[config.mk]
export PLATFORM = sky130hd
export DESIGN_NAME = mem_arbiter_flat
export DESIGN_NICKNAME = d
export VERILOG_FILES = /design/src/rtl/mem_arb_pkg.sv /design/src/rtl/mem_arb_if.sv /design/src/rtl/mem_arb_grant.sv /design/src/rtl/mem_arbiter.sv /design/src/flat_wrapper.sv
export SDC_FILE = /design/constraint.sdc
export NUM_CORES = 1
export LEC_CHECK = 0
export ABC_AREA = 1
export BUFFER_PORTS_ARGS = -buffer_cell sky130_fd_sc_hd__buf_2
export CAP_MARGIN = 20
export CORE_AREA = 4 4 120 122
export DETAILED_ROUTE_END_ITERATION = 16
export DIE_AREA = 0 0 124 126
export HOLD_SLACK_MARGIN = 0.05
export PLACE_DENSITY = 0.81
export SETUP_SLACK_MARGIN = 0.2
export SYNTH_ARGS = -nofsm -noshare
export SYNTH_HDL_FRONTEND = slang
export SYNTH_HIERARCHICAL = 1
export SYNTH_SLANG_ARGS = --single-unit
[constraint.sdc]
create_clock -name clk -period 2.26 [get_ports clk]
set_input_delay 0.226 -clock clk [delete_from_list [all_inputs] [get_ports clk]]
set_output_delay 0.226 -clock clk [all_outputs]
set_load 0.03 [all_outputs]
[src/rtl/mem_arb_pkg.sv]
// mem_arb_pkg: shared types for the fetch/data memory arbiter.
// Holds FSM states, requester ids and counter widths.
package mem_arb_pkg;

  typedef enum logic [1:0] {
    IDLE,
    ACCESS,
    WAIT,
    RESP
  } state_e;

  typedef enum logic {
    REQ_IF = 1'b0,
    REQ_D  = 1'b1
  } req_id_e;

  localparam logic [2:0] FUNCT3_WORD = 3'b010;

  // MEM_LAT is at most 7, so counting 0..MEM_LAT-1 fits in 3 bits.
  localparam int LAT_W = 3;

  // STARVE_MAX is at most 15.
  localparam int STARVE_W = 4;

endpackage

[src/rtl/mem_arb_if.sv]
// mem_arb_if: request, response and memory-side signals of mem_arbiter.
// slave = arbiter side, master = requesters plus memory.
interface mem_arb_if #(
  parameter int ADDR_W = 32,
  parameter int DATA_W = 32
);

  logic              if_req_valid;
  logic              if_req_ready;
  logic [ADDR_W-1:0] if_addr;
  logic              if_rsp_valid;
  logic [DATA_W-1:0] if_rsp_data;

  logic              d_req_valid;
  logic              d_req_ready;
  logic [ADDR_W-1:0] d_addr;
  logic              d_we;
  logic [DATA_W-1:0] d_wdata;
  logic [2:0]        d_funct3;
  logic              d_rsp_valid;
  logic [DATA_W-1:0] d_rsp_data;

  logic              mem_en;
  logic              mem_we;
  logic [ADDR_W-1:0] mem_addr;
  logic [DATA_W-1:0] mem_wdata;
  logic [2:0]        mem_funct3;
  logic [DATA_W-1:0] mem_rdata;

  modport slave (
    input  if_req_valid,
    input  if_addr,
    input  d_req_valid,
    input  d_addr,
    input  d_we,
    input  d_wdata,
    input  d_funct3,
    input  mem_rdata,
    output if_req_ready,
    output if_rsp_valid,
    output if_rsp_data,
    output d_req_ready,
    output d_rsp_valid,
    output d_rsp_data,
    output mem_en,
    output mem_we,
    output mem_addr,
    output mem_wdata,
    output mem_funct3
  );

  modport master (
    output if_req_valid,
    output if_addr,
    output d_req_valid,
    output d_addr,
    output d_we,
    output d_wdata,
    output d_funct3,
    output mem_rdata,
    input  if_req_ready,
    input  if_rsp_valid,
    input  if_rsp_data,
    input  d_req_ready,
    input  d_rsp_valid,
    input  d_rsp_data,
    input  mem_en,
    input  mem_we,
    input  mem_addr,
    input  mem_wdata,
    input  mem_funct3
  );

endinterface

[src/rtl/mem_arb_grant.sv]
// mem_arb_grant: picks fetch or data from the two valids.
// Ports: clk, rst_n, if_valid, d_valid, last_gnt, hs in; gnt_any, gnt_id out.
// MEM_ARB_RR_EN: round-robin; otherwise data-first with starvation guard.
module mem_arb_grant
  import mem_arb_pkg::*;
#(
  parameter int STARVE_MAX = 4
) (
  input  logic    clk,
  input  logic    rst_n,
  input  logic    if_valid,
  input  logic    d_valid,
  input  req_id_e last_gnt,
  input  logic    hs,
  output logic    gnt_any,
  output req_id_e gnt_id
);

  logic [STARVE_W-1:0] starve_q;

`ifdef MEM_ARB_RR_EN

  always_comb begin
    gnt_any = if_valid | d_valid;
    gnt_id  = REQ_IF;
    if (if_valid && d_valid) begin
      if (last_gnt == REQ_IF) gnt_id = REQ_D;
      else                    gnt_id = REQ_IF;
    end else if (d_valid) begin
      gnt_id = REQ_D;
    end
  end

  assign starve_q = '0;

  logic unused_rr;
  assign unused_rr = ^{clk, rst_n, hs, starve_q,
                       STARVE_W'(STARVE_MAX)};

`else

  logic starved;
  assign starved = (starve_q == STARVE_W'(STARVE_MAX));

  // Data wins unless fetch has waited STARVE_MAX data grants.
  always_comb begin
    gnt_any = if_valid | d_valid;
    gnt_id  = REQ_IF;
    if (d_valid && !(if_valid && starved))
      gnt_id = REQ_D;
  end

  always_ff @(posedge clk or negedge rst_n) begin
    if (!rst_n) begin
      starve_q <= '0;
    end else if (!if_valid) begin
      starve_q <= '0;
    end else if (hs) begin
      if (gnt_id == REQ_IF)
        starve_q <= '0;
      else if (!starved)
        starve_q <= starve_q + STARVE_W'(1);
    end
  end

  logic unused_last;
  assign unused_last = last_gnt;

`endif

endmodule

[src/rtl/mem_arbiter.sv]
// mem_arbiter: shares one memory port between fetch and load/store.
// Ports: clk, rst_n (async, active-low), bus (mem_arb_if.slave).
// Optional macro MEM_ARB_RR_EN selects round-robin arbitration.
module mem_arbiter
  import mem_arb_pkg::*;
#(
  parameter int ADDR_W     = 32,
  parameter int DATA_W     = 32,
  parameter int MEM_LAT    = 1,
  parameter int STARVE_MAX = 4
) (
  input logic     clk,
  input logic     rst_n,
  mem_arb_if.slave bus
);

  state_e            state_q;
  state_e            state_d;
  req_id_e           gnt_q;
  req_id_e           gnt_id;
  logic              gnt_any;
  logic              open_win;
  logic              hs;
  logic              lat_last;
  logic [LAT_W-1:0]  lat_q;

  logic              mem_en_q;
  logic              mem_we_q;
  logic [ADDR_W-1:0] mem_addr_q;
  logic [DATA_W-1:0] mem_wdata_q;
  logic [2:0]        mem_funct3_q;
  logic              if_rsp_valid_q;
  logic [DATA_W-1:0] if_rsp_data_q;
  logic              d_rsp_valid_q;
  logic [DATA_W-1:0] d_rsp_data_q;

  mem_arb_grant #(
    .STARVE_MAX (STARVE_MAX)
  ) u_grant (
    .clk      (clk),
    .rst_n    (rst_n),
    .if_valid (bus.if_req_valid),
    .d_valid  (bus.d_req_valid),
    .last_gnt (gnt_q),
    .hs       (hs),
    .gnt_any  (gnt_any),
    .gnt_id   (gnt_id)
  );

  // rst_n gating keeps ready low while reset is held.
  assign open_win = rst_n &
                    ((state_q == IDLE) |
                     (state_q == RESP));
  assign hs       = open_win & gnt_any;
  assign lat_last = (lat_q == LAT_W'(MEM_LAT - 1));

  always_comb begin
    bus.if_req_ready = 1'b0;
    bus.d_req_ready  = 1'b0;
    if (hs) begin
      if (gnt_id == REQ_IF) bus.if_req_ready = 1'b1;
      else                  bus.d_req_ready  = 1'b1;
    end
  end

  always_comb begin
    state_d = state_q;
    unique case (state_q)
      IDLE:    if (hs) state_d = ACCESS;
      ACCESS:  state_d = WAIT;
      WAIT:    if (lat_last) state_d = RESP;
      RESP:    state_d = hs ? ACCESS : IDLE;
      default: state_d = IDLE;
    endcase
  end

  always_ff @(posedge clk or negedge rst_n) begin
    if (!rst_n) state_q <= IDLE;
    else        state_q <= state_d;
  end

  // Payload latch, latency counter and response registers.
  always_ff @(posedge clk or negedge rst_n) begin
    if (!rst_n) begin
      gnt_q          <= REQ_IF;
      lat_q          <= '0;
      mem_en_q       <= 1'b0;
      mem_we_q       <= 1'b0;
      mem_addr_q     <= '0;
      mem_wdata_q    <= '0;
      mem_funct3_q   <= '0;
      if_rsp_valid_q <= 1'b0;
      if_rsp_data_q  <= '0;
      d_rsp_valid_q  <= 1'b0;
      d_rsp_data_q   <= '0;
    end else begin
      mem_en_q       <= hs;
      if_rsp_valid_q <= 1'b0;
      d_rsp_valid_q  <= 1'b0;

      if (hs) begin
        gnt_q <= gnt_id;
        if (gnt_id == REQ_IF) begin
          mem_we_q     <= 1'b0;
          mem_addr_q   <= bus.if_addr;
          mem_wdata_q  <= '0;
          mem_funct3_q <= FUNCT3_WORD;
        end else begin
          mem_we_q     <= bus.d_we;
          mem_addr_q   <= bus.d_addr;
          mem_wdata_q  <= bus.d_wdata;
          mem_funct3_q <= bus.d_funct3;
        end
      end

      if (state_q == ACCESS)
        lat_q <= '0;
      else if (state_q == WAIT)
        lat_q <= lat_q + LAT_W'(1);

      if (state_q == WAIT && lat_last) begin
        if (gnt_q == REQ_IF) begin
          if_rsp_valid_q <= 1'b1;
          if_rsp_data_q  <= bus.mem_rdata;
        end else begin
          d_rsp_valid_q <= 1'b1;
          d_rsp_data_q  <= mem_we_q ? '0 : bus.mem_rdata;
        end
      end
    end
  end

  assign bus.mem_en       = mem_en_q;
  assign bus.mem_we       = mem_we_q;
  assign bus.mem_addr     = mem_addr_q;
  assign bus.mem_wdata    = mem_wdata_q;
  assign bus.mem_funct3   = mem_funct3_q;
  assign bus.if_rsp_valid = if_rsp_valid_q;
  assign bus.if_rsp_data  = if_rsp_data_q;
  assign bus.d_rsp_valid  = d_rsp_valid_q;
  assign bus.d_rsp_data   = d_rsp_data_q;

endmodule

[src/flat_wrapper.sv]
// flat-port wrapper written by rule: the top's interface ports become plain ports
module mem_arbiter_flat import mem_arb_pkg::*;
#(
  parameter int ADDR_W     = 32,
  parameter int DATA_W     = 32,
  parameter int MEM_LAT    = 1,
  parameter int STARVE_MAX = 4
)
  (clk, rst_n, bus_if_req_valid, bus_if_addr, bus_d_req_valid, bus_d_addr, bus_d_we, bus_d_wdata, bus_d_funct3, bus_mem_rdata, bus_if_req_ready, bus_if_rsp_valid, bus_if_rsp_data, bus_d_req_ready, bus_d_rsp_valid, bus_d_rsp_data, bus_mem_en, bus_mem_we, bus_mem_addr, bus_mem_wdata, bus_mem_funct3);
  mem_arb_if #(.ADDR_W(ADDR_W), .DATA_W(DATA_W)) bus_i ();
  input logic clk;
  input logic rst_n;
  input wire logic [$bits(bus_i.if_req_valid)-1:0] bus_if_req_valid;
  input wire logic [$bits(bus_i.if_addr)-1:0] bus_if_addr;
  input wire logic [$bits(bus_i.d_req_valid)-1:0] bus_d_req_valid;
  input wire logic [$bits(bus_i.d_addr)-1:0] bus_d_addr;
  input wire logic [$bits(bus_i.d_we)-1:0] bus_d_we;
  input wire logic [$bits(bus_i.d_wdata)-1:0] bus_d_wdata;
  input wire logic [$bits(bus_i.d_funct3)-1:0] bus_d_funct3;
  input wire logic [$bits(bus_i.mem_rdata)-1:0] bus_mem_rdata;
  output wire logic [$bits(bus_i.if_req_ready)-1:0] bus_if_req_ready;
  output wire logic [$bits(bus_i.if_rsp_valid)-1:0] bus_if_rsp_valid;
  output wire logic [$bits(bus_i.if_rsp_data)-1:0] bus_if_rsp_data;
  output wire logic [$bits(bus_i.d_req_ready)-1:0] bus_d_req_ready;
  output wire logic [$bits(bus_i.d_rsp_valid)-1:0] bus_d_rsp_valid;
  output wire logic [$bits(bus_i.d_rsp_data)-1:0] bus_d_rsp_data;
  output wire logic [$bits(bus_i.mem_en)-1:0] bus_mem_en;
  output wire logic [$bits(bus_i.mem_we)-1:0] bus_mem_we;
  output wire logic [$bits(bus_i.mem_addr)-1:0] bus_mem_addr;
  output wire logic [$bits(bus_i.mem_wdata)-1:0] bus_mem_wdata;
  output wire logic [$bits(bus_i.mem_funct3)-1:0] bus_mem_funct3;
  assign bus_i.if_req_valid = bus_if_req_valid;
  assign bus_i.if_addr = bus_if_addr;
  assign bus_i.d_req_valid = bus_d_req_valid;
  assign bus_i.d_addr = bus_d_addr;
  assign bus_i.d_we = bus_d_we;
  assign bus_i.d_wdata = bus_d_wdata;
  assign bus_i.d_funct3 = bus_d_funct3;
  assign bus_i.mem_rdata = bus_mem_rdata;
  assign bus_if_req_ready = bus_i.if_req_ready;
  assign bus_if_rsp_valid = bus_i.if_rsp_valid;
  assign bus_if_rsp_data = bus_i.if_rsp_data;
  assign bus_d_req_ready = bus_i.d_req_ready;
  assign bus_d_rsp_valid = bus_i.d_rsp_valid;
  assign bus_d_rsp_data = bus_i.d_rsp_data;
  assign bus_mem_en = bus_i.mem_en;
  assign bus_mem_we = bus_i.mem_we;
  assign bus_mem_addr = bus_i.mem_addr;
  assign bus_mem_wdata = bus_i.mem_wdata;
  assign bus_mem_funct3 = bus_i.mem_funct3;
  mem_arbiter #(.ADDR_W(ADDR_W), .DATA_W(DATA_W), .MEM_LAT(MEM_LAT), .STARVE_MAX(STARVE_MAX)) u_core (.clk(clk), .rst_n(rst_n), .bus(bus_i));
endmodule
# After elaboration in Yosys (flattened, before gate mapping)
# Cells that the tools add are included.
# word_totals
register_bits	145
output_inout_bits	137
elab_cells	63
# classes
addsub	2
n_eq_ne	8
n_mux	24
bitwise_logic	5
reduce_logical	11
# op_table
op	n
$mux 32	3
$mux 4	4
$mux 1	11
$mux 3	3
$pmux 2 s4	1
$reduce_and 2->1	4
$ne 2x1->1 const B	3
$add 4x1->4 const B	1
$eq 2x2->1 const B	2
$eq 4x3->1 const B	1
$mux 2	2
$add 3x1->3 const B	1
$logic_and 1x1->1	3
$logic_not 3->1	1
$ne 3x3->1 const B	1
$and 1x1->1	2
$eq 2x1->1 const B	1
$logic_not 2->1	1
$or 1x1->1	2
$reduce_bool 2->1	1
$logic_not 1->1	1
$not 1->1	1

# Logic depth before layout (Yosys ltp)
# Gate-level depths: netlist (run 1).
# logic_depth
depth_word	8
ltp_mapped	12

# By module
# Netlist (run 1), hierarchy kept.
# by_module_without_submodules
mod	instances	cells_per_inst	area_each_um2	seq_area_each_um2
mem_arbiter	1	646	5642.9	3528.4
mem_arb_grant	1	39	275.3	100.1

# Worst setup path before layout (run 1)
# OpenSTA, ideal clock, no wires.
# synth_timing
kind	register to register
start	register u_core.state_q[0]
end	register u_core.u_grant.starve_q[2]
setup_time_ns	0.071
arrival_time_ns	1.684
required_time_ns	2.189
slack_ns	0.505
path_stages_with_launch	12
n_path_buf	1
synth_period_minus_slack_ns	1.755
path_cell_list	dfrtp_1 -> inv_1 -> ha_1 -> inv_2 -> nand3_4 -> buf_2 -> inv_1 -> inv_1 -> nand2_2 -> a21o_1 -> nand2_1 -> nor2_1
# synth_between
elab_chain_len	6
# synth_rtl
element	line	source
start: declaration	mem_arbiter.sv:17	state_e state_q;
start signal: assignment	mem_arbiter.sv:79	else state_q <= state_d;
$eq 2x2->1 / $logic_not 2->1 (equally long branches)	mem_arbiter.sv:53, mem_arbiter.sv:52	
$or 1x1->1 (*)	mem_arbiter.sv:52	((state_q == IDLE) |
$and 1x1->1 (*)	mem_arbiter.sv:51	assign open_win = rst_n &
$and 1x1->1 (*)	mem_arbiter.sv:54	assign hs = open_win & gnt_any;
named net u_core.hs	mem_arbiter.sv:23	logic hs;
$ne 2x1->1 (no line) (*)	n/a	
$reduce_and 2->1 (no line) (*)	n/a	
end signal: assignment	mem_arb_grant.sv:62	starve_q <= starve_q + STARVE_W'(1);
end: declaration	mem_arb_grant.sv:19	logic [STARVE_W-1:0] starve_q;
# Mark *: on every way through the listed nets, which the timed path passes. The rest lies on a longest branch.
# A chain may end at the register's enable or synchronous reset.

# Final worst setup path (run 1)
# layout_timing
start	register u_core.state_q[1]
end	register u_core.mem_addr_q[3] (netlist: u_core/bus.mem_addr[3])
# layout_between
elab_chain_len	4
# layout_rtl
element	line	source
$eq 2x2->1 / $logic_not 2->1 (equally long branches)	mem_arbiter.sv:53, mem_arbiter.sv:52	
$or 1x1->1 (*)	mem_arbiter.sv:52	
$and 1x1->1 (*)	mem_arbiter.sv:51	
$and 1x1->1 (*)	mem_arbiter.sv:54	
end signal: assignment	mem_arbiter.sv:105	mem_addr_q <= bus.if_addr;
end signal: assignment	mem_arbiter.sv:110	mem_addr_q <= bus.d_addr;
end: declaration	mem_arbiter.sv:29	logic [ADDR_W-1:0] mem_addr_q;
# Every way passes the cells marked *; elsewhere a longest branch is shown, timed or not.

==> metrics.md, run 1 <==
| Metric | Value |
|---|---|
| Status | complete, no violations |
| Setup WS pre-CTS | around 0.28 ns |
| Final wirelength | 23800 µm |
| Wire length of the first global-routing pass | approximately 35000 µm |
| Crit Path Category | reg -> reg |
| Largest area contributor in the netlist | dfrtp_1 |
| Syn. warnings | 6 |
| Hold Slack | 0.0602 ns |
| P_sw | ~6.7 mW |
| H-tree depth | 4 |
| Hpwl dp | 12500 µm |
| Worst Skew | 0.0103 ns |
| Inserted Diodes | 0 |
| Clk Latency, worst-skew pair | approximately 0.42 ns |
| WL per Instance | 18.5 µm |
| WP buf/inv | 4 |
| Ys async rst share | 100% |
| Clock Tree Root | clkbuf_16 |
| Synth Cell Area | 5920 µm² |
| Final setup viols | 0 |
| Rel. slew slack | ~64% |
| CTS clock-pin slew for the worst setup and hold paths | about 0.07 ns |
| Switching part of the total | 47.4% |
| Most used DFF post-synth | dfrtp_1 |
| GRT Resource Usage Total | 29.9% |
| Power Internal | 7.39 mW |
| IO Pins | about 270 |
| Via count | 6643 |
| Die height | 126 µm |
| Register Area | 3630 µm² |
| Crit-path max FO | 59 |
| VDD IR max | 0.000933 V |
| Post-synth EDFFs | 0 |
| Fin nets | between 1000 and 1500 |
| Largest net degree at the start of global routing | between 80 and 90 |
| Crit-path leading delay family | buffers and inverters |
| Number of global-route vias before repair | 6565 |
| Row cnt | 42 |
| Final setup TNS | 0 ns |
| Drt pass-1 iters | 5 |
| Synth area leaders | dfrtp_1 61%, nand2_1 24%, nand3_1 3.3% |
| Initial antenna violation count | 0 |
| Flop pwr share | 32.3% |
| Unrepaired setup endpoints after global routing | no |
| Crit path DAT | between 2 and 2.5 ns |
| Slowest-stage cell, CP | buf_6 |
| MaxCap Viol Count | 0 |
| Clock power share | 19.5% |
| Type of the most critical hold path | in -> reg |
| Setup ws final | 0.219 ns |
| WP data required | roughly 2.6 ns |
| Layout cells sized above 1 | 30.5% |
| Synth Register Bits | between 100 and 150 |
| Mean area per synthesized cell | roughly 8.6 µm² |
| Clock Path Buffers | 2 |
| Achievable Freq | 0.490 GHz |
| Fillers | 813 |
| Post-DP Area | 7460 µm² |
| Multi-input logic area | 2060 µm² |
| Syn nets | 829 |
| Area share of the largest cell type after synthesis | roughly three fifths |
| R2r startpoint | u_core/state_q[1] |
| Die area | 15600 µm² |
| Power Density | 1470 nW/µm² |
| Design area | approximately 9500 µm² |
| Die Width | 124 µm |
| CTS buffer count | 17 |
| Critical Path Start | u_core/state_q[1] |
| Slew Viols, Final | 0 |
| Sequential element share of the synthesized area | 61.3% |
| Port Buf Inserts | 272 |
| DRC | 0 |
| Worst path max stage delay | between 0.3 and 0.4 ns |
| Mapped Cells | 685 |
| Core area | 13200 µm² |
| Vias per cell | 5.17 |
| HP Start | bus_mem_rdata[19] |
| Startpoint Class | register |
| Crit end category | register |
| CTS sink count | 145 |
| Gp weighted congestion | ~0.83 |
| Worst-Margin Slew | 0.542 ns |
| Lkg Pwr | 5.25 nW |
| Count leader, synth | nand2_1 |
| Post-DRT Antenna Nets | 0 |
| Comb power frac | 48.2% |
| Netlist cell types | 24 |
| GRT Residual Overflow | 0 |
| Initial core utilization | 44.9% |
| Commonest cells in the netlist | 373 x nand2_1, 145 x dfrtp_1, 39 x nand3_1, 36 x o21ai_0, 22 x inv_1 |
| TritonCTS clock tree | done |
| Starting DRT DRC Count | 762 |
| Tmin final | 2.04 ns |
| Final hold violations | 0 |
| Period utilization | 90.3% |
| Synth-to-layout area growth | 61.1% |
| CP cell instances | inv_1 > ha_1 > inv_2 > nand3_4 > buf_4 > buf_6 > nand2_1 > nand3_1 |
## final timing paths
| path | to | slack [ns] | depth (start not counted) |
|---|---|---|---|
| min reg2reg | u_core/bus.if_rsp_data[17] | 0.47 | 2 |
| max | u_core/bus.mem_addr[3] | 0.22 | 8 |
| max reg2reg | u_core/bus.mem_addr[3] | 0.22 | 8 |
| max in group asynchronous | u_core/bus.mem_addr[16] | 1.06 | 4 |
| min in group asynchronous | u_core/bus.if_rsp_data[10] | 0.38 | 3 |
| min | u_core/bus.if_rsp_data[19] | 0.06 | 3 |
## worst register-to-register path, stage by stage (launching register included)
cell,delay (ns)
dfrtp_1,0.37
inv_1,0.08
ha_1,0.35
inv_2,0.08
nand3_4,0.10
buf_4,0.21
buf_6,0.39
nand2_1,0.21
nand3_1,0.17
## flip-flops by register name, indices dropped and copies added (netlist names)
name,count
u_core/state_q,2
u_core/bus.mem_en,1
u_core/lat_q,3
u_core/bus.mem_funct3,3
u_core/bus.d_rsp_valid,1
u_core/bus.d_rsp_data,32
u_core/bus.if_rsp_data,32
u_core/gnt_q,1
u_core/bus.mem_we,1
u_core/u_grant/starve_q,4
u_core/bus.mem_addr,32
u_core/bus.mem_wdata,32
u_core/bus.if_rsp_valid,1
## placed cells by master (no fill, tap or decap), types with 5 or more instances in the layout
cell type,n
clkbuf_16,19
o21ai_0,36
ha_1,8
clkinvlp_4,5
clkinv_2,5
nand3_1,37
dlygate4sd3_1,133
buf_4,16
dfrtp_1,145
buf_2,269
nand2_1,373
nor2_1,10
inv_1,19
## kinds of logic (layout without fill, tap and decap cells)
family	count (synthesis)	after routing	share of synthesized area, %
AOI/OAI and AO/OA	43	43	3.83
xor gates and xnor gates	1	1	0.148
adders and majority gates	8	8	1.69
buffers and inverters	56	481	4.06
DFF	145	145	61.3
and+or+nand+nor	432	432	29.0
## per-layer routing
metal / routed length, µm / up-vias / global-route usage [%] / part of all wire, %
li1: - / 2955 / - / -
met5: 0 / - / 0 / 0
met3: 2720 / 121 / 7.94 / 11
met2: 10900 / 558 / 46.7 / 46
met4: 1700 / 0 / 21.0 / 7.1
met1: 8440 / 3009 / 35.5 / 35
## area by class of cell
class / count / area share [%]
multi-input cells: 484 / 21.6
clock buffers: 17 / 4.46
well taps: 176 / 2.31
repair buffers: 427 / 31.1
inverters: 23 / 0.945
flip-flops and latches: 145 / 38.1
clock inverters: 14 / 1.48
## repair_timing
item                       4_1_cts  5_1_grt
pin swaps                        2        1
setup buffers                    4        5
hold buffers                   133        0
gates cloned                     0        1
hold endpoints to repair       120        0
setup endpoints to repair        2       66
resized for setup                3        8
## stage by stage
stage | utilization (%) | total power [mW] | std cells
after floorplan | - | 8.55 | 685
after global placement | 56.5 | 10.5 | 1110
after detailed placement | 56.5 | 10.6 | 1110
after CTS | 71.2 | 13.6 | 1278
after global routing | 72.3 | 14.7 | 1286
final | 72.3 | 14.0 | 1286
## power groups by stage
| stage | Combinational, mW | Sequential, mW | Clock (mW) |
|---|---|---|---|
| after CTS | 6.40 | 4.44 | 2.75 |
| final | 6.76 | 4.54 | 2.74 |
| after global routing | 7.19 | 4.66 | 2.90 |
| after global placement | 6.04 | 4.45 | 0 |
| after floorplan | 1.86 | 6.69 | 0 |
| after detailed placement | 6.14 | 4.47 | 0 |
Power figures use the tool's default switching activity.
==> inputs of run 2 (changes only) <==
ABC_AREA = not set   (was 1)
CORE_AREA = 4 4 123 125   (was 4 4 120 122)
DIE_AREA = 0 0 127 129   (was 0 0 124 126)
PLACE_DENSITY = 0.8   (was 0.81)
==> metrics.md, run 2 <==
| Metric | Value |
|---|---|
| GRT Resource Usage Total | 21.7% (-8.2 points) |
| Die height | 129 µm (+2.4%) |
| Crit-path leading delay family | flip-flops |
| Clk Latency, worst-skew pair | 0.42 ns (about the same) |
| Final setup TNS | 0 ns (unchanged) |
| Clock Tree Root | clkbuf_16 |
| Slowest-stage cell, CP | dfrtp_1 |
| Syn. warnings | 6 (unchanged) |
| Tmin final | 2.02 ns (-0.0168 ns) |
| Crit Path Category | reg -> out |
| Power Density | 1610 nW/µm² (+9.2%) |
| Post-synth EDFFs | 0 (unchanged) |
| Hpwl dp | 12200 µm (-2.7%) |
| Core area | 13900 µm² (+5.2%) |
| DRC | 0 (unchanged) |
| Crit end category | output pin |
| Number of global-route vias before repair | 5230 (-20%) |
| Startpoint Class | register |
| Period utilization | 89.5% (-0.74 points) |
| Switching part of the total | 43.8% (-3.6 points) |
| Netlist cell types | 37 (+54%) |
| Via count | 5256 (-21%) |
| Starting DRT DRC Count | 259 (-66%) |
| Final hold violations | 0 (unchanged) |
| Commonest cells in the netlist | 145 x dfrtp_1, 140 x nand2_1, 102 x o21ai_0, 33 x mux2_2, 33 x nand2b_1 |
| Post-DRT Antenna Nets | 0 (unchanged) |
| Drt pass-1 iters | 6 (+1) |
| GRT Residual Overflow | 0 (unchanged) |
| Row cnt | 43 (+2.4%) |
| P_sw | 6.17 mW (-7.4%) |
| CTS buffer count | 17 (unchanged) |
| Die area | 16400 µm² (+4.9%) |
| Worst Skew | 0.0100 ns (-0.000290 ns) |
| Count leader, synth | dfrtp_1 |
| Flop pwr share | 32.3% (about the same) |
| Status | complete, no violations |
| Most used DFF post-synth | dfrtp_1 |
| Sequential element share of the synthesized area | 58.8% (-2.5 points) |
| Crit-path max FO | 5 (-92%) |
| TritonCTS clock tree | done |
| CP cell instances | inv_1 > ha_1 > nand3b_1 > o21a_4 > and2_1 > buf_4 |
| Most frequent cells in the layout | 269 x buf_2, 145 x dfrtp_1, 140 x nand2_1, 102 x o21ai_0 |
| Slew Viols, Final | 0 (unchanged) |
| Final setup viols | 0 (unchanged) |
| CTS clock-pin slew for the worst setup and hold paths | 0.06 ns (about the same) |
| Worst path max stage delay | 0.42 ns (+0.03 ns) |
| Fin cells | 1073 (-17%) |
| Clock Path Buffers | 2 (unchanged) |
| WP data required | 2.03 ns (-0.57 ns) |
| Achievable Freq | 0.494 GHz (+0.83%) |
| Syn nets | 717 (-14%) |
| Placed cell count | 1004 (-9.5%) |
| Largest area contributor in the netlist | dfrtp_1 |
| Unrepaired setup endpoints after global routing | yes |
| Clock power share | 22.1% (+2.6 points) |
| Final wirelength | 17600 µm (-26%) |
| Synth Cell Area | 6170 µm² (+4.3%) |
| Synth Register Bits | 145 (unchanged) |
| Commonest non-fill, non-tap cell in the layout | buf_2 |
| Layout cells sized above 1 | 42.0% (+12 points) |
| Crit path DAT | 1.80 ns (-0.58 ns) |
| Mapped Cells | 573 (-16%) |
| Wire length of the first global-routing pass | 27400 µm (-23%) |
| H-tree depth | 4 (unchanged) |
| IO Pins | 273 (unchanged) |
| Area share of the largest cell type after synthesis | 58.8% (-2.5 points) |
| WL per Instance | 16.4 µm (-11%) |
| CTS sink count | 145 (unchanged) |
| Total power | 14.1 mW (+0.24%) |
| Initial core utilization | 44.5% (-0.41 points) |
| Fillers | 1120 (+38%) |
| Gp weighted congestion | 0.787 (-5.5%) |
| MaxCap Viol Count | 0 (unchanged) |
| Mean area per synthesized cell | 10.8 µm² (+25%) |
| VDD IR max | 0.000679 V (-27%) |
| Port Buf Inserts | 272 (unchanged) |
| Type of the most critical hold path | in -> reg |
| Comb power frac | 45.5% (-2.7 points) |
| Rel. slew slack | 46.0% (-18 points) |
| Initial antenna violation count | 1 (+1) |
| Lkg Pwr | 4.58 nW (-13%) |
| Worst-Margin Slew | 0.810 ns (+0.268 ns) |
| Largest net degree at the start of global routing | 146 (+78%) |
| Inserted Diodes | 0 (unchanged) |
| Synth area leaders | dfrtp_1 59%, nand2_1 8.5%, o21ai_0 8.3% |
| Power Internal | 7.91 mW (+7.1%) |
| Fin nets | 1024 (-18%) |
| Vias per cell | 4.90 (-5.2%) |
| WP buf/inv | 2 (-2) |
| Ys async rst share | 100% (unchanged) |
| Die Width | 127 µm (+2.4%) |
| Synth-to-layout area growth | 41.9% |
| FF-to-FF setup slack | 0.38 ns (+0.16 ns) |
## run 2: changes by cell type after synthesis, sizes merged, moves of 12 or more
cell    before  now
mux2         0   34
nand2      374  140
nand3       40    2
o21ai       36  103
inv         23   11
mux2i        0   32
nand2b       0   33
## run 2: area by class of cell
type                    count  area (µm²)  area share, %
repair buffers            323        1870           21.4
clock buffers              18         439           5.02
multi-input cells         382        2320           26.5
well taps                 180         225           2.57
flip-flops and latches    145        3630           41.4
clock inverters            14         225           2.57
inverters                  11        46.3          0.529
## run 2: metal layers
metal / part of all wire [%] / global-route usage (%) / vias to the layer above
met5: 0.074 / 0 / -
li1: - / - / 2526
met1: 38 / 25.7 / 2441
met2: 51 / 37.8 / 254
met3: 7.5 / 5.56 / 33
met4: 2.6 / 8.64 / 2
## run 2: worst register-to-register path: stages, from the launching register on
cell and delay, ns:
dfrtp_1 0.36, inv_2 0.07, ha_4 0.30, nand3b_4 0.20
buf_4 0.14, buf_4 0.13, buf_4 0.34, o21ai_0 0.19
## run 2: kinds of logic (layout without fill, tap and decap cells)
logic type	after synthesis	count (layout)	share of synthesized area, %
buf+inv	47	366	4.14
simple gates	193	193	14.4
fa+ha+maj	8	8	1.62
compound gates	114	115	9.63
mux	66	66	11.4
flops	145	145	58.8
## run 2: power by group through the flow
stage	clock network [mW]	registers [mW]	logic, mW
5_1_grt	3.31	4.72	6.88
3_5_place_dp	0	4.59	6.23
2_1_floorplan	0	6.92	1.88
4_1_cts	3.17	4.56	6.44
3_3_place_gp	0	4.55	6.09
6_report	3.12	4.55	6.41
## run 2: timing repair
action	CTS	global route
buffers inserted	10	0
hold buffers	25	1
pin swaps	1	0
gates cloned	1	0
gates resized for setup	9	2
endpoints found under the hold margin	169	1
endpoints found under the setup margin	2	32
## run 2: worst paths after layout
path | endpoint | start | cells past startpoint
max reg2reg | u_core/bus.mem_addr[6] | u_core/state_q[0] | 7
max in group asynchronous | u_core/bus.mem_we | rst_n | 3
max | bus_d_req_ready | u_core/u_grant/starve_q[0] | 6
min reg2reg | u_core/bus.mem_addr[3] | u_core/bus.mem_addr[3] | 2
min in group asynchronous | u_core/bus.d_rsp_data[9] | rst_n | 3
min | u_core/bus.mem_funct3[2] | bus_d_funct3[2] | 3
## run 2: through the flow
stage          cell area (µm²)  setup slack, ns  utilization, %  hold slack [ns]
2_1_floorplan             6170            0.323               -          -0.0696
3_3_place_gp              7710            0.383            55.6            0.441
3_5_place_dp              7710            0.271            55.6            0.448
4_1_cts                   8740            0.217            63.0           0.0500
5_1_grt                   8750            0.156            63.1           0.0553
6_report                  8750            0.236            63.1           0.0559
==> inputs of run 3 (changes only) <==
CELL_PAD_IN_SITES_DETAIL_PLACEMENT = 1   (was not set)
CELL_PAD_IN_SITES_GLOBAL_PLACEMENT = 1   (was not set)
CORE_AREA = 4 4 138 140   (was 4 4 123 125)
DIE_AREA = 0 0 142 144   (was 0 0 127 129)
PLACE_DENSITY = 0.84   (was 0.8)
==> metrics.md, run 3 (synthesized netlist as in run 2, its figures left out) <==
| Metric | Value |
|---|---|
| Crit path DAT | 1.74 ns (-0.06 ns) |
| Layout cells sized above 1 | 42.1% (+0.15 points) |
| Power Density | 1600 nW/µm² (-0.73%) |
| FF-to-FF path depth | 7 (unchanged) |
| CTS sink count | 145 (unchanged) |
| Post-DP Area | 7760 µm² (+0.57%) |
| Rel. slew slack | 41.8% (-4.2 points) |
| Initial core utilization | 34.6% (-9.9 points) |
| MaxCap Viol Count | 0 (unchanged) |
| Gp weighted congestion | 0.737 (-6.3%) |
| Setup WS pre-CTS | 0.228 ns (-0.0422 ns) |
| Number of global-route vias before repair | 5640 (+7.8%) |
| Final setup viols | 0 (unchanged) |
| Starting DRT DRC Count | 147 (-43%) |
| Post-DRT Antenna Nets | 0 (unchanged) |
| VDD IR max | 0.000751 V (+11%) |
| H-tree depth | 4 (unchanged) |
| Startpoint Class | register |
| Final hold violations | 0 (unchanged) |
| DRC | 0 (unchanged) |
| Die Width | 142 µm (+12%) |
| Final setup TNS | 0 ns (unchanged) |
| HP Start | bus_d_wdata[9] |
| DRT met1 WL | 7190 µm (+6.4%) |
| Largest net degree at the start of global routing | 87 (-40%) |
| Core area | 17800 µm² (+29%) |
| TritonCTS clock tree | done |
| Slew Viols, Final | 0 (unchanged) |
| FF-to-FF setup slack | 0.36 ns (-0.02 ns) |
| R2r startpoint | u_core/state_q[1] |
| Detail Route met3 WL | 1680 µm (+26%) |
| Synth-to-layout area growth | 39.5% |
| Inserted Diodes | 0 (unchanged) |
| Clock Path Buffers | 2 (unchanged) |
| Clock Tree Root | clkbuf_16 |
| Die area | 20400 µm² (+25%) |
| Unrepaired setup endpoints after global routing | yes |
| Final wirelength | 18700 µm (+6.1%) |
| Period utilization | 86.8% (-2.7 points) |
| Achievable Freq | 0.510 GHz (+3.1%) |
| Crit end category | output pin |
| Drt pass-1 iters | 4 (-2) |
| Placed cell count | 1049 (+4.5%) |
| Final core utilization | 48.3% (-15 points) |
| Worst Skew | 0.00826 ns (-0.00177 ns) |
| GRT Resource Usage Total | 18.3% (-3.3 points) |
| Row cnt | 49 (+14%) |
| WL per Instance | 16.9 µm (+2.8%) |
| Most frequent cells in the layout | 269 x buf_2, 145 x dfrtp_1, 140 x nand2_1, 102 x o21ai_0 |
| Critical Path Start | u_core/state_q[1] |
| Wire length of the first global-routing pass | 29600 µm (+8.0%) |
| Clk Latency, worst-skew pair | 0.42 ns (about the same) |
| Status | complete, no violations |
| Routed wl met2 | 9580 µm (+5.7%) |
| Type of the most critical hold path | in -> reg |
| Commonest non-fill, non-tap cell in the layout | buf_2 |
| Hold Path Sink | u_core/bus.mem_wdata[9] |
| Die height | 144 µm (+12%) |
| Fillers | 2047 (+83%) |
| CTS buffer count | 17 (unchanged) |
| Crit Path Category | reg -> out |
| Min-Delay Path Depth | 3 (unchanged) |
| CTS clock-pin slew for the worst setup and hold paths | 0.07 ns (about the same) |
| Design area | 8610 µm² (-1.7%) |
| Worst-Margin Slew | 0.873 ns (+0.0637 ns) |
| Port Buf Inserts | 272 (unchanged) |
| Fin cells | 1107 (+3.2%) |
| Lkg Pwr | 4.48 nW (-2.1%) |
| GRT Residual Overflow | 0 (unchanged) |
| Setup ws final | 0.298 ns (+0.0617 ns) |
| Hpwl dp | 13800 µm (+13%) |
| IO Pins | 273 (unchanged) |
| Vias per cell | 4.69 (-4.3%) |
| Total power | 13.7 mW (-2.4%) |
| FF-to-FF End | u_core/bus.mem_wdata[18] |
| Fin nets | 1009 (-1.5%) |
| WP data required | 2.03 ns (about the same) |
| Tmin final | 1.96 ns (-0.0617 ns) |
| Via count | 5187 (-1.3%) |
| Initial antenna violation count | 1 (unchanged) |
| Crit-path max FO | 8 (+3) |
| Top Metal Used | met5 |
| Hold Slack | 0.0610 ns (+0.00509 ns) |
[run 3: changes by cell type in the layout (fill, tap and decap cells not counted), sizes merged]
cell and change:
buf -6, clkbuf -1, inv +2, dlygate4sd3 -8, clkinv +3, o21a -1, bufinv -4
[run 3: area by class of cell]
type                    count  area, µm²  area share, %
inverters                  11       46.3          0.538
well taps                 229        287           3.33
clock inverters            15        153           1.77
multi-input cells         381       2320           26.9
flip-flops and latches    145       3630           42.1
clock buffers              17        425           4.94
repair buffers            309       1750           20.4
[run 3: power breakdown]
| part | total, mW | switching (mW) | internal (mW) |
|---|---|---|---|
| registers | 4.56 | 0.696 | 3.86 |
| clock network | 2.74 | 1.19 | 1.55 |
| logic | 6.44 | 4.42 | 2.03 |
[run 3: timing repair]
action                                  4_1_cts  5_1_grt
gates resized for setup                       8        4
setup buffers                                 7        1
hold endpoints to repair                     38        0
pin swaps                                     1        1
hold buffers                                 18        0
endpoints found under the setup margin        3        2
[run 3: how the worst max path moves through the flow]
stage | to | cells after the start
floorplan | bus_if_req_ready | 6
detailed placement | bus_d_req_ready | 6
global placement | bus_d_req_ready | 6
CTS | bus_if_req_ready | 6
global route | bus_d_req_ready | 6
finish | bus_if_req_ready | 6
[run 3: metal layers]
layer  up-vias  track usage [%]
met5         -                0
met4         2             4.95
met3        20             6.18
met2       195             33.0
met1      2478             20.8
li1       2492                -
[run 3: critical path, stage by stage (launching register included)]
cell and delay [ns]:
dfrtp_1 0.39, inv_2 0.10, ha_4 0.23, nand3b_4 0.20, buf_4 0.17, nor2_2 0.10
buf_6 0.14
